**config.mk**
```make
export PLATFORM = sky130hd
export DESIGN_NAME = seq_cla_adder
export DESIGN_NICKNAME = d
export VERILOG_FILES = /design/src/rtl/seq_cla_adder.sv
export SDC_FILE = /design/constraint.sdc
export NUM_CORES = 1
export LEC_CHECK = 0
export BUFFER_PORTS_ARGS = -buffer_cell sky130_fd_sc_hd__clkbuf_2
export CORE_ASPECT_RATIO = 1.1
export CORE_MARGIN = 5
export CORE_UTILIZATION = 25
export DETAILED_ROUTE_END_ITERATION = 12
export PLACE_DENSITY = 0.4
export SLEW_MARGIN = 30
export SYNTH_ARGS = -nofsm -noshare
export SYNTH_HDL_FRONTEND = slang
export SYNTH_SLANG_ARGS = --single-unit
```
**constraint.sdc**
```tcl
create_clock -name clk -period 8.2 [get_ports clk]
set_input_delay 0.82 -clock clk [delete_from_list [all_inputs] [get_ports clk]]
set_output_delay 0.82 -clock clk [all_outputs]
set_load 0.1 [all_outputs]
```
**src/rtl/seq_cla_adder.sv**
```systemverilog
// seq_cla_adder: multi-cycle WIDTH-bit adder that reuses one CHUNK-bit
// carry-lookahead slice for WIDTH/CHUNK cycles, carrying between chunks
// through a register. Handshake: start / busy / done.
// Optional feature macro: SEQ_CLA_SUB_EN adds the sub port (A-B when sub=1).
module seq_cla_adder #(
   parameter int WIDTH = 32,
   parameter int CHUNK = 4
) (
   input  logic             clk,
   input  logic             rst,
   input  logic             start,
   input  logic [WIDTH-1:0] A,
   input  logic [WIDTH-1:0] B,
   input  logic             cin,
`ifdef SEQ_CLA_SUB_EN
   input  logic             sub,
`endif
   output logic             busy,
   output logic             done,
   output logic [WIDTH-1:0] sum,
   output logic             cout,
   output logic             overflow
);

   localparam int N = WIDTH / CHUNK;
   localparam int IDX_W = (N > 1) ? $clog2(N) : 1;
   localparam logic [IDX_W-1:0] LAST_IDX = IDX_W'(N - 1);

   typedef enum logic [1:0] {IDLE, BUSY, DONE} state_t;

   state_t             state_q, state_d;
   logic               accept;
   logic               last;
   logic [WIDTH-1:0]   a_reg, b_reg, work_sum, next_work;
   logic               carry_q;
   logic [IDX_W-1:0]   idx_q;
   logic [CHUNK+1:0]   slice;

   // One CLA slice. Returns {carry out, carry into slice MSB, slice sum}.
   // Each carry is the full lookahead sum of products of g/p terms.
   function automatic logic [CHUNK+1:0] cla_slice(input logic [CHUNK-1:0] a,
                                                  input logic [CHUNK-1:0] b,
                                                  input logic             c0);
      logic [CHUNK-1:0] g, p;
      logic [CHUNK:0]   c;
      logic             prod;
      g    = a & b;
      p    = a ^ b;
      c    = '0;
      c[0] = c0;
      for (int i = 0; i < CHUNK; i++) begin
         for (int j = 0; j <= i + 1; j++) begin
            prod = (j == 0) ? c0 : g[j-1];
            for (int k = j; k <= i; k++) prod = prod & p[k];
            c[i+1] = c[i+1] | prod;
         end
      end
      return {c[CHUNK], c[CHUNK-1], p ^ c[CHUNK-1:0]};
   endfunction

   assign accept = start && (state_q == IDLE || state_q == DONE);
   assign last   = (state_q == BUSY) && (idx_q == LAST_IDX);
   assign busy   = (state_q == BUSY);
   assign done   = (state_q == DONE);

   // Current slice result and the working sum with that slice merged in.
   always_comb begin
      slice     = cla_slice(a_reg[idx_q*CHUNK +: CHUNK], b_reg[idx_q*CHUNK +: CHUNK], carry_q);
      next_work = work_sum;
      next_work[idx_q*CHUNK +: CHUNK] = slice[CHUNK-1:0];
   end

   // State register.
   always_ff @(posedge clk) begin
      if (rst) state_q <= IDLE;
      else     state_q <= state_d;
   end

   // Next-state logic; start is only honoured in IDLE or DONE.
   always_comb begin
      state_d = state_q;
      case (state_q)
         IDLE:    if (start) state_d = BUSY;
         BUSY:    if (idx_q == LAST_IDX) state_d = DONE;
         DONE:    state_d = start ? BUSY : IDLE;
         default: state_d = IDLE;
      endcase
   end

   // Control state and result registers; results move only on the completing edge.
   always_ff @(posedge clk) begin
      if (rst) begin
         carry_q  <= 1'b0;
         idx_q    <= '0;
         sum      <= '0;
         cout     <= 1'b0;
         overflow <= 1'b0;
      end else if (accept) begin
`ifdef SEQ_CLA_SUB_EN
         carry_q <= sub ? 1'b1 : cin;
`else
         carry_q <= cin;
`endif
         idx_q   <= '0;
      end else if (state_q == BUSY) begin
         carry_q <= slice[CHUNK+1];
         idx_q   <= last ? '0 : idx_q + 1'b1;
         if (last) begin
            sum      <= next_work;
            cout     <= slice[CHUNK+1];
            overflow <= slice[CHUNK+1] ^ slice[CHUNK];
         end
      end
   end

   // Operand capture and working sum; these need no reset.
   always_ff @(posedge clk) begin
      if (accept) begin
         a_reg <= A;
`ifdef SEQ_CLA_SUB_EN
         b_reg <= sub ? ~B : B;
`else
         b_reg <= B;
`endif
      end
      if (state_q == BUSY) work_sum <= next_work;
   end

endmodule

```
==> metrics <==
Req. time, crit path around 8.5 ns; I/O pin cnt approximately 100; commonest cells after routing, fill and taps aside 103 x clkbuf_2, 96 x edfxtp_1, 53 x nand2_1; CTS H-tree depth 4; # setup viols final 0; Synth Area in Adders under 10%; combinational family with the most area after synthesis simple AND/OR/NAND/NOR gates; Syn Area/Cell between 10 and 15 sq um; Layout Skew approximately 0.010 ns; Fmax achieved ~0.27 GHz; via count of the first global-routing pass ~4000; # diodes 0; CTS Root Cell clkbuf_16; postcts setup bufs 0; first-pass detailed-route iteration total 5; Via-to-Cell Ratio around 4.5; post-synthesis mux area share under 10%; min Tclk post-route about 3.7 ns; leading area contributor after synthesis edfxtp_1; Power per Cell Area about 240 mW/mm^2; most common cell after layout, fill and taps aside clkbuf_2; cell family with most CP delay compound AO/OA/AOI/OAI gates; Net Count, Synth 511; placed cell area about 0.0066 sq mm; Synth Area in Simple Gates approximately 12%; Post-synth EDFFs 96; status complete, no violations; Most common cell on crit path ha_1; WL/cell between 15 and 20 microns; largest net degree at the start of global routing slightly above 70; yosys warns 0; Lkg Pwr between 2 and 3 nW; Antenna Violating Nets Remaining 0; post-synthesis sequential area ratio 64.2%; chip height around 170 microns; Iteration-0 DRC Markers roughly 160; synth top area cells edfxtp_1 50%, dfxtp_1 14%, mux4_2 6.3%; Via Count ~3800; XOR/XNOR share of the synthesized area less than 1%; Final GP Congestion 0.753; Arr. time, crit path 4.01 ns; class of the most critical setup path flop to flop; number of unique standard cell types used by synthesis between 40 and 50; Tightest Hold Check Type flop to flop; Synth Register Bits between 100 and 150; Rows just under 60; Layout area overhead 25.0%; TritonCTS Buffers 17; Main synth FF type edfxtp_1; Die W between 150 and 200 microns; clock insertion delay at the later pin of the skew report 0.42 ns; CP peak stage delay 0.79 ns; crit path launch type flop; Nets 613; maximum vdd drop approximately 0.13 mV; first-pass GRT wire length between 20000 and 25000 microns; fin. max-slew vios 0; clock buffer depth 2; design area 0.00717 sq mm; GRT Util Overall about 11%; mapped cell area 0.00574 sq mm; fin util 31.6%; Critical path buffers and inverters 2; Synth Area in Compound Gates under 10%; critical path capture point type flop; post-synthesis async set-or-reset flop share 0%; total grt overflow 0; Die ar. between 0.02 and 0.03 sq mm; starting density of the core 25.3%; CTS Hold Bufs 0; post-route clock period utilization between 40% and 50%; Fin. Hold Viols 0; Crit-path slowest cell dfxtp_1; DP HPWL just under 10000 microns; unrepaired setup endpoints after global routing no; headroom to the max-slew limit a little under two fifths; Clock Sink Count roughly 140; CTS clk-pin slew, worst paths about 0.060 ns; share of cells above drive strength 1 a little under a third; drc violations 0; MaxCap Viol Count 0; initial antenna violation count 0; slew of the pin with the lowest slew margin approximately 0.94 ns; CTS tree yes; Port Buf Inserts roughly 100; CP cell instances clkinv_1, nand2_1, and2_1, inv_1, ha_1, ha_1, o211a_1, o21ai_1, nand4_1, a311oi_1; CP Max Fanout 17; Fin Setup TNS 0 ns; post-cts sizing count 0; top cell type's share of synthesized area about half; Mapped Cells 430; total length of routed wires roughly 14000 microns; Core ar. approximately 0.023 sq mm
power by group:
group / internal (mW) / switching (mW)
logic: 0.0525 / 0.0854
clock network: 0.462 / 0.326
registers: 0.777 / 0.0128
total: 1.29 / 0.424
worst min-delay path: stages, from the launching register on:
cell	delay, ns
dfxtp_1	0.31
nor2_1	0.09
nor3_1	0.04
logic make-up (layout without fill, tap and decap cells):
group / Yosys count / count (layout)
XOR/XNOR: 1 / 1
AO/OA/AOI/OAI: 70 / 70
adder cells (fa/ha/maj): 13 / 13
flip-flops: 136 / 136
AND/OR/NAND/NOR: 149 / 149
buffers and inverters: 35 / 150
multiplexers: 26 / 26
layer usage:
| metal | global-route usage, % | part of all wire [%] | up-vias |
|---|---|---|---|
| met1 | 15.3 | 48 | 1797 |
| met5 | 0 | 0 | - |
| met4 | 4.38 | 1.9 | 0 |
| li1 | - | - | 1846 |
| met2 | 16.3 | 44 | 108 |
| met3 | 3.68 | 6.0 | 21 |
synthesized netlist by cell type (2+ instances only):
master,n
o41ai_1,2
a21o_1,2
buf_2,4
buf_4,2
nand2b_1,4
o311ai_2,3
a311oi_1,14
nor2b_1,3
nand3b_1,2
mux2_2,9
o21ai_0,2
buf_1,2
a211oi_1,5
clkbuf_1,16
edfxtp_1,96
or3_1,2
or4_1,3
o21a_1,14
nand2_1,53
mux4_2,16
nor3b_1,2
a21oi_1,17
and2_1,4
nor4b_1,5
nor2_1,49
dfxtp_1,40
ha_1,12
nor3_1,7
nand4_1,7
or2_2,2
a22o_1,6
inv_1,10
per-stage QoR:
stage / hold WS, ns / power (mW) / setup WS (ns) / std cells
after floorplan: 0.510 / 0.894 / 4.77 / 430
after global placement: 0.485 / 0.944 / 4.37 / 813
after detailed placement: 0.482 / 0.946 / 4.29 / 813
after CTS: 0.495 / 1.74 / 4.28 / 845
after global routing: 0.506 / 1.79 / 4.15 / 845
final: 0.489 / 1.71 / 4.50 / 845
path summary, 6_finish.rpt:
check | from | end | slack, ns | cells after the start
setup / recovery | idx_q[2]$_SDFFE_PP0P_ | sum[15]$_SDFFE_PP0P_ | 4.50 | 10
hold / removal | sum[12]$_SDFFE_PP0P_ | sum[12]$_SDFFE_PP0P_ | 0.49 | 2
setup reg to reg | idx_q[2]$_SDFFE_PP0P_ | sum[15]$_SDFFE_PP0P_ | 4.50 | 10
hold reg to reg | sum[12]$_SDFFE_PP0P_ | sum[12]$_SDFFE_PP0P_ | 0.49 | 2
area by class of cell:
type	instances	area, sq um
Tap cell	300	375
Multi-Input combinational cell	259	1920
Fill cell	2285	15500
Clock buffer	17	425
Timing Repair Buffer	107	546
Inverter	11	41.3
Clock inverter	15	181
Sequential cell	136	3690
Note: power is estimated with default switching activity, not from simulation.
